## src/rtl/vga_board_renderer.sv

```systemverilog
// Pixel stage after the VGA timing controller: draws a 3x3 game board with marks and a cursor.
// Optional macro GRID_LINES_EN adds 4 px white grid lines on every cell edge.
`timescale 1ns/1ps
module vga_board_renderer #(
   parameter int H_ACT_START = 144,
   parameter int V_ACT_START = 35,
   parameter int H_ACT       = 640,
   parameter int V_ACT       = 480,
   parameter int BOARD_X0    = 80,
   parameter int CELL        = 160
) (
   input  logic        clk,
   input  logic        rst,
   input  logic [15:0] h_count,
   input  logic [15:0] v_count,
   input  logic        hsync_in,
   input  logic        vsync_in,
   input  logic        btn_up,
   input  logic        btn_down,
   input  logic        btn_left,
   input  logic        btn_right,
   input  logic        btn_sel,
   output logic [7:0]  red,
   output logic [7:0]  green,
   output logic [7:0]  blue,
   output logic        hsync_out,
   output logic        vsync_out,
   output logic        frame_tick
);

   localparam logic [15:0] H_LO  = 16'(H_ACT_START);
   localparam logic [15:0] H_HI  = 16'(H_ACT_START + H_ACT);
   localparam logic [15:0] V_LO  = 16'(V_ACT_START);
   localparam logic [15:0] V_HI  = 16'(V_ACT_START + V_ACT);
   localparam logic [9:0]  H_OFF = 10'(H_ACT_START);
   localparam logic [9:0]  V_OFF = 10'(V_ACT_START);
   localparam logic [9:0]  X_LO  = 10'(BOARD_X0);
   localparam logic [9:0]  X_HI  = 10'(BOARD_X0 + 3 * CELL);
   localparam logic [9:0]  C1    = 10'(CELL);
   localparam logic [9:0]  C2    = 10'(2 * CELL);
`ifdef GRID_LINES_EN
   localparam int          LINE_W = 4;
   localparam logic [9:0]  LW     = 10'(LINE_W);
   localparam logic [9:0]  EDGE   = 10'(3 * CELL - LINE_W);
`endif

   localparam logic [1:0]  CELL_EMPTY = 2'b00;
   localparam logic [1:0]  CELL_P1    = 2'b01;
   localparam logic [1:0]  CELL_P2    = 2'b10;

   localparam logic [23:0] RGB_BLACK = 24'h000000;
   localparam logic [23:0] RGB_EMPTY = 24'h202020;
   localparam logic [23:0] RGB_P1    = 24'hFF0000;
   localparam logic [23:0] RGB_P2    = 24'h0000FF;
`ifdef GRID_LINES_EN
   localparam logic [23:0] RGB_WHITE = 24'hFFFFFF;
`endif
   localparam logic [7:0]  CURSOR_G  = 8'h80;

   function automatic logic [3:0] cell_index(input logic [1:0] r, input logic [1:0] c);
      return 4'(r) * 4'd3 + 4'(c);
   endfunction

   logic       frame_start;
   logic       s1_active;
   logic       s1_hsync;
   logic       s1_vsync;
   logic       s1_start;
   logic [9:0] s1_x;
   logic [9:0] s1_y;

   assign frame_start = (h_count == 16'd0) && (v_count == 16'd0);

   // Stage 1: active-window decode and conversion to active-area coordinates.
   always_ff @(posedge clk) begin
      if (rst) begin
         s1_active <= 1'b0;
         s1_x      <= '0;
         s1_y      <= '0;
         s1_hsync  <= 1'b0;
         s1_vsync  <= 1'b0;
         s1_start  <= 1'b0;
      end else begin
         s1_active <= (h_count >= H_LO) && (h_count < H_HI) &&
                      (v_count >= V_LO) && (v_count < V_HI);
         s1_x      <= h_count[9:0] - H_OFF;
         s1_y      <= v_count[9:0] - V_OFF;
         s1_hsync  <= hsync_in;
         s1_vsync  <= vsync_in;
         s1_start  <= frame_start;
      end
   end

   logic [1:0] cells [0:8];
   logic [1:0] cur_col;
   logic [1:0] cur_row;
   logic       player;
   logic       pend_up;
   logic       pend_down;
   logic       pend_left;
   logic       pend_right;
   logic       pend_sel;

   logic [9:0] bx;
   logic       in_board;
   logic [1:0] col;
   logic [1:0] row;
   logic [3:0] pix_idx;
   logic       on_cursor;
   logic [23:0] pix_rgb;

   assign bx        = s1_x - X_LO;
   assign in_board  = (s1_x >= X_LO) && (s1_x < X_HI);
   assign col       = (bx < C1) ? 2'd0 : (bx < C2) ? 2'd1 : 2'd2;
   assign row       = (s1_y < C1) ? 2'd0 : (s1_y < C2) ? 2'd1 : 2'd2;
   assign pix_idx   = cell_index(row, col);
   assign on_cursor = (col == cur_col) && (row == cur_row);

`ifdef GRID_LINES_EN
   logic [9:0] lx;
   logic [9:0] ly;
   logic       on_grid;

   assign lx      = bx - ((col == 2'd0) ? 10'd0 : (col == 2'd1) ? C1 : C2);
   assign ly      = s1_y - ((row == 2'd0) ? 10'd0 : (row == 2'd1) ? C1 : C2);
   assign on_grid = (lx < LW) || (ly < LW) || (bx >= EDGE) || (s1_y >= EDGE);
`endif

   // Grid lines win over everything; the cursor only retints the green channel of a cell.
   always_comb begin
      pix_rgb = RGB_BLACK;
      if (s1_active && in_board) begin
         case (cells[pix_idx])
            CELL_P1: pix_rgb = RGB_P1;
            CELL_P2: pix_rgb = RGB_P2;
            default: pix_rgb = RGB_EMPTY;
         endcase
         if (on_cursor) pix_rgb[15:8] = CURSOR_G;
`ifdef GRID_LINES_EN
         if (on_grid) pix_rgb = RGB_WHITE;
`endif
      end
   end

   always_ff @(posedge clk) begin
      if (rst) begin
         red        <= '0;
         green      <= '0;
         blue       <= '0;
         hsync_out  <= 1'b0;
         vsync_out  <= 1'b0;
         frame_tick <= 1'b0;
      end else begin
         red        <= pix_rgb[23:16];
         green      <= pix_rgb[15:8];
         blue       <= pix_rgb[7:0];
         hsync_out  <= s1_hsync;
         vsync_out  <= s1_vsync;
         frame_tick <= s1_start;
      end
   end

   logic       go_up;
   logic       go_down;
   logic       go_left;
   logic       go_right;
   logic       go_sel;
   logic [1:0] next_col;
   logic [1:0] next_row;
   logic [3:0] sel_idx;
   logic       sel_ok;

   // A pulse landing on the apply cycle itself is merged in so it is not lost.
   assign go_up    = pend_up    | btn_up;
   assign go_down  = pend_down  | btn_down;
   assign go_left  = pend_left  | btn_left;
   assign go_right = pend_right | btn_right;
   assign go_sel   = pend_sel   | btn_sel;

   always_comb begin
      next_row = cur_row;
      next_col = cur_col;
      if (go_up && !go_down && cur_row != 2'd0)
         next_row = cur_row - 2'd1;
      else if (go_down && !go_up && cur_row != 2'd2)
         next_row = cur_row + 2'd1;
      if (go_left && !go_right && cur_col != 2'd0)
         next_col = cur_col - 2'd1;
      else if (go_right && !go_left && cur_col != 2'd2)
         next_col = cur_col + 2'd1;
   end

   assign sel_idx = cell_index(next_row, next_col);
   assign sel_ok  = go_sel && (cells[sel_idx] == CELL_EMPTY);

   // Board state only changes at the top of a frame so a frame never shows two board states.
   always_ff @(posedge clk) begin
      if (rst) begin
         pend_up    <= 1'b0;
         pend_down  <= 1'b0;
         pend_left  <= 1'b0;
         pend_right <= 1'b0;
         pend_sel   <= 1'b0;
         cur_col    <= 2'd1;
         cur_row    <= 2'd1;
         player     <= 1'b0;
         for (int i = 0; i < 9; i++) cells[i] <= CELL_EMPTY;
      end else if (frame_start) begin
         pend_up    <= 1'b0;
         pend_down  <= 1'b0;
         pend_left  <= 1'b0;
         pend_right <= 1'b0;
         pend_sel   <= 1'b0;
         cur_col    <= next_col;
         cur_row    <= next_row;
         if (sel_ok) begin
            cells[sel_idx] <= player ? CELL_P2 : CELL_P1;
            player         <= ~player;
         end
      end else begin
         pend_up    <= go_up;
         pend_down  <= go_down;
         pend_left  <= go_left;
         pend_right <= go_right;
         pend_sel   <= go_sel;
      end
   end

endmodule

```

## config.mk

```make
export PLATFORM = sky130hd
export DESIGN_NAME = vga_board_renderer
export DESIGN_NICKNAME = d
export VERILOG_FILES = /design/src/rtl/vga_board_renderer.sv
export SDC_FILE = /design/constraint.sdc
export NUM_CORES = 1
export LEC_CHECK = 0
export CAP_MARGIN = 10
export CORE_MARGIN = 5
export CORE_UTILIZATION = 50
export CTS_CLUSTER_DIAMETER = 40
export CTS_CLUSTER_SIZE = 24
export DETAILED_ROUTE_END_ITERATION = 12
export PLACE_DENSITY_LB_ADDON = 0.05
export REMOVE_ABC_BUFFERS = 1
export SLEW_MARGIN = 5
export SYNTH_ARGS = -nofsm -noshare
export SYNTH_HDL_FRONTEND = slang
export SYNTH_SLANG_ARGS = --single-unit
```

## constraint.sdc

```tcl
create_clock -name clk -period 8.43 [get_ports clk]
set_input_delay 2.529 -clock clk [delete_from_list [all_inputs] [get_ports clk]]
set_output_delay 2.529 -clock clk [all_outputs]
set_load 0.02 [all_outputs]
```

==> Yosys cells after proc, flatten, opt, wreduce, memory -nomap -nowiden <==
Memories as Yosys holds them, arrays and structs flattened.
Index checks and enable logic that the tools add are counted.
{ "word_totals": {"regBits": 61, "mem_bits_rw": 18, "input_bits": 41, "output_inout_bits": 27, "elab_cells": 106, "mem_count": 1} }
{ "classes": {"add_sub_neg": 9, "multipliers": 2, "order_cmp": 10, "eq_ne": 6, "muxes": 20, "bitwise": 7, "reduce_logical": 30} }
{ "memory_table": {"columns": ["memory", "depth", "word_bits", "rd", "rd_ports_with_merged_regs", "wr", "line_no", "source"], "rows": [
  ["cells", 9, 2, 2, 0, 9, "94", "logic [1:0] cells [0:8];"]
]} }
{ "op_table": {"columns": ["operator", "count"], "rows": [
  ["$pmux W24 S2", 1],
  ["$logic_not A16 Y1", 2],
  ["$lt A16 B10 Y1 const B", 2],
  ["$lt A10 B8 Y1 const B", 2],
  ["$lt A10 B9 Y1 const B", 2],
  ["$mux W2", 10],
  ["$ge A16 B6 Y1 const B", 1],
  ["$ge A16 B8 Y1 const B", 1],
  ["$logic_and A1 B1 Y1", 16],
  ["$ge A10 B7 Y1 const B", 1],
  ["$lt A10 B10 Y1 const B", 1],
  ["$sub A10 B6 Y10 const B", 1],
  ["$sub A10 B7 Y10 const B", 1],
  ["$sub A10 B8 Y10 const B", 1],
  ["$add A4 B2 Y4", 2],
  ["$mul A2 B2 Y4 const B", 2],
  ["$mux W8", 1],
  ["$mux W1", 7],
  ["$reduce_or A2 Y1", 3],
  ["$or A1 B1 Y1", 5],
  ["$add A2 B1 Y2 const B", 2],
  ["$eq A2 B2 Y1", 2],
  ["$logic_not A1 Y1", 4],
  ["$mux W4", 1],
  ["9 further kinds", 13]
]} }

==> Logic depth before layout (Yosys ltp) <==
An unclocked memory read counts as a cell.
{ "depth": {"ltp_word": 17, "ltp_mapped": 18, "depth_no_buf": 17} }

==> Worst setup path before layout <==
OpenSTA, ideal clock, no wires.
{ "synth_timing": {"path_kind": "input -> register", "start": "input port btn_down", "end": "memory cells[2][0], enable pin", "setup_time_ns": 0.297, "arrival_ns": 5.833, "t_required_ns": 8.133, "slack_ns": 2.300, "cell_stages": 14, "n_path_buf": 1, "path_cell_list": "nor2_1 -> o21ai_0 -> a211oi_1 -> a31o_2 -> inv_1 -> fa_1 -> inv_1 -> ha_1 -> fa_1 -> clkbuf_1 -> or2_2 -> or4_1 -> or2_1 -> nand2_1"} }
{ "synth_lines": {"columns": ["item", "line_no", "source"], "rows": [
  ["start, declared", "19", "input logic btn_down,"],
  ["end, declared", "94", null]
]} }

==> flow_metrics.tcl <==
set metrics [dict create \
    outcome "finished clean" \
    p_leak_uw 0.001741 \
    drc 0 \
    ys_warn_count 0 \
    grt_overflow 0 \
    pwr-share-seq_pct 42.8 \
    die_w_um 98.81 \
    drt-vias-per-instance 5.434 \
    final_max_slew_viol_count 0 \
    worst_setup_path_end_kind "flop" \
    synth_flop_cell "dfxtp_1" \
    hold_buffers 0 \
    fin_nets 509 \
    synth_top_area_share_pct 24.37 \
    powerDensity_mw_per_mm2 182.3 \
    maxCapViolations 0 \
    cts_setup_buffers 0 \
    clk_pin_slew_ns 0.07 \
    finalSetupTns_ns 0 \
    dp_hpwl_um 6571 \
    ctsResizeCount 0 \
    avgSynthCellArea_um2 9.909 \
    drtIter0Drc 153 \
    yosys-top-cells-area "edfxtp_1, dfxtp_1, nor2_1" \
    relSlewSlack_pct 51.05 \
    first_global_vias 2986 \
    finClkSkew_ns 0.009984 \
    critPathArrivalTime_ns 6.75 \
    setup_violations 0 \
    cts_buffer_depth 2 \
    cts_root_buf "clkbuf_8" \
    cp_max_fo 12 \
    total_power_uw 863.6 \
    p_clk_share_pct 32.5 \
    async_flop_share_pct 0 \
    diodes 0 \
    drt-pass1-iter-count 4 \
    p_int_uw 617.3 \
    fp.coreArea_mm2 0.007687 \
    netlist_area_mm2 0.003944 \
    ys_top_cells_by_count "nor2_1, dfxtp_1, edfxtp_1" \
    min_period_over_period_pct 79.63 \
    tightest_slew_ns 0.7158 \
    max_freq_ghz 0.1490 \
    ys_types 58 \
    ioPinCount 68 \
    rsz0062_at_grt "false" \
    final.min_clock_period_ns 6.713 \
    drive_gt1_share_pct 9.091 \
    yosysSeqAreaShare_pct 43.65 \
    place.gp.congestion 0.8348 \
    routed_wirelength_um 8501 \
    grt_max_degree 31 \
    synth_seq_cells 70 \
    cts_max_level 3 \
    areaGrowthSynthToFinish_pct 20.15 \
    cts_buffers 9 \
    wire_per_inst_um 15.37 \
    crit_type "in2reg" \
    yosys.area.top_type "edfxtp_1" \
    io_buffers 61 \
    synth_edf_count 32 \
    postRouteAntennaNets 0 \
    final_hold_viol_count 0 \
    die_h_um 98.81 \
    grt_usage_pct 18.58 \
    placementRows 32 \
    antenna_found_initial 0 \
    tritoncts "built" \
    grt_pass1_wl_um 14410 \
    cts_sinks 70 \
    cp.required_ns 8.47 \
    synth.most_common_cell "nor2_1" \
    vias 3005 \
    dieArea_mm2 0.009763 \
    pwr-share-comb_pct 24.7 \
    start_util_pct 51.30 \
    peakVddDrop_mv 0.1424 \
    swShare_pct 28.52 \
    power_switching_uw 246.3 \
    holdCritPathClass "reg2reg" \
    clkLatencyLatePin_ns 0.35 \
    synthCells 398 \
    worstSetupStartpointType "input port" \
]
[power groups by stage]
stage	logic, uW	clock network [uW]	registers, uW
2_1_floorplan	149	0	376
3_3_place_gp	210	0	377
3_5_place_dp	213	0	378
4_1_cts	214	289	370
5_1_grt	239	306	371
6_report	213	281	370
[per-stage QoR]
| stage | std cells | worst slack (ns) | utilization (%) | instance area [um2] | hold slack, ns |
|---|---|---|---|---|---|
| finish | 553 | 1.717 | 61.64 | 4738 | 0.4393 |
| CTS | 553 | 1.763 | 61.64 | 4738 | 0.4406 |
| detailed placement | 537 | 1.388 | 58.92 | 4529 | 0.4289 |
| global route | 553 | 1.332 | 61.64 | 4738 | 0.4509 |
| global placement | 537 | 1.500 | 58.92 | 4529 | 0.4226 |
| floorplan | 372 | 1.707 | - | 3776 | 0.4138 |
[kinds of logic after synthesis]
family | count (synthesis) | share of synthesized area, %
AND/OR/NAND/NOR | 186 | 23.60
flip-flops | 70 | 43.65
buffers and inverters | 52 | 6.726
AO/OA/AOI/OAI | 40 | 7.805
adder cells (fa/ha/maj) | 22 | 7.741
multiplexers | 17 | 8.154
XOR/XNOR | 10 | 2.221
other | 1 | 0.09509
[cell type report]
cell class                      count  area, um2
Fill cell                         682       2949
Clock inverter                      4      52.55
Inverter                           21      78.83
Multi-Input combinational cell    281       1976
Tap cell                          102      127.6
Timing Repair Buffer               63      625.6
Clock buffer                       12      156.4
Sequential cell                    70       1722
[sequential cells by signal (all words and copies together), names as in the netlist]
| name | cells |
|---|---|
| s1_y | 5 |
| s1_hsync | 1 |
| pend_down | 1 |
| pend_right | 1 |
| cur_col | 2 |
| cur_row | 2 |
| s1_x | 10 |
| pend_sel | 1 |
| player | 1 |
| hsync_out | 1 |
| pend_up | 1 |
| green | 2 |
| s1_active | 1 |
| red | 2 |
| vsync_out | 1 |
| pend_left | 1 |
| s1_vsync | 1 |
| blue | 2 |
| cells | 32 |
| s1_start | 1 |
| frame_tick | 1 |
[final timing paths]
path                                         startpoint                     end  slack [ns]  depth (start not counted)
worst max-delay path                           btn_down  cells[10][0]$_DFFE_PP_        1.72                         17
worst min-delay path                s1_vsync$_SDFF_PP0_    vsync_out$_SDFF_PP0_        0.44                          1
worst max register to register  cur_row[1]$_SDFFE_PP0P_  cells[10][0]$_DFFE_PP_        3.68                         18
worst min register to register      s1_vsync$_SDFF_PP0_    vsync_out$_SDFF_PP0_        0.44                          1
[worst max-delay path, stage by stage]
cell and delay, ns:
clkdlybuf4s50_1 0.42, nor2_1 0.24, o21ai_0 0.11, a211oi_1 0.24
a31o_2 0.19, inv_1 0.07, fa_1 0.50, inv_1 0.05
ha_1 0.20, fa_1 0.75, nand2b_1 0.25, or4_1 0.17
nand4_1 0.12, nor4_1 0.28, buf_4 0.22, nand3_1 0.18
nor2_1 0.24
[metal layers]
| metal | share of wire, % | global-route usage, % | vias up |
|---|---|---|---|
| li1 | - | - | 1497 |
| met5 | 0 | 0 | - |
| met1 | 42 | 23.80 | 1421 |
| met2 | 52 | 31.10 | 79 |
| met3 | 6.1 | 5.591 | 8 |
| met4 | 0.76 | 4.097 | 0 |
[placed cells by master, fill, tap and decap left out, drive strengths merged, types with 2 or more instances in the layout]
cell type,count
a31oi,3
nand2,24
clkdlybuf4s50,61
buf,2
a2111oi,3
and3,2
nor3,17
ha,18
mux4,12
o211ai,2
o21ai,7
or2,6
or3,5
or4,3
inv,23
o21a,3
nand2b,8
mux2i,4
nor4b,2
nand4,3
o22ai,2
xnor2,9
nand3,7
nand3b,4
edfxtp,32
nor2b,14
a21oi,6
conb,6
o31a,2
dfxtp,38
clkbuf,12
fa,4
nor4,14
nor2,72
Note: power is estimated with default switching activity, not from simulation.
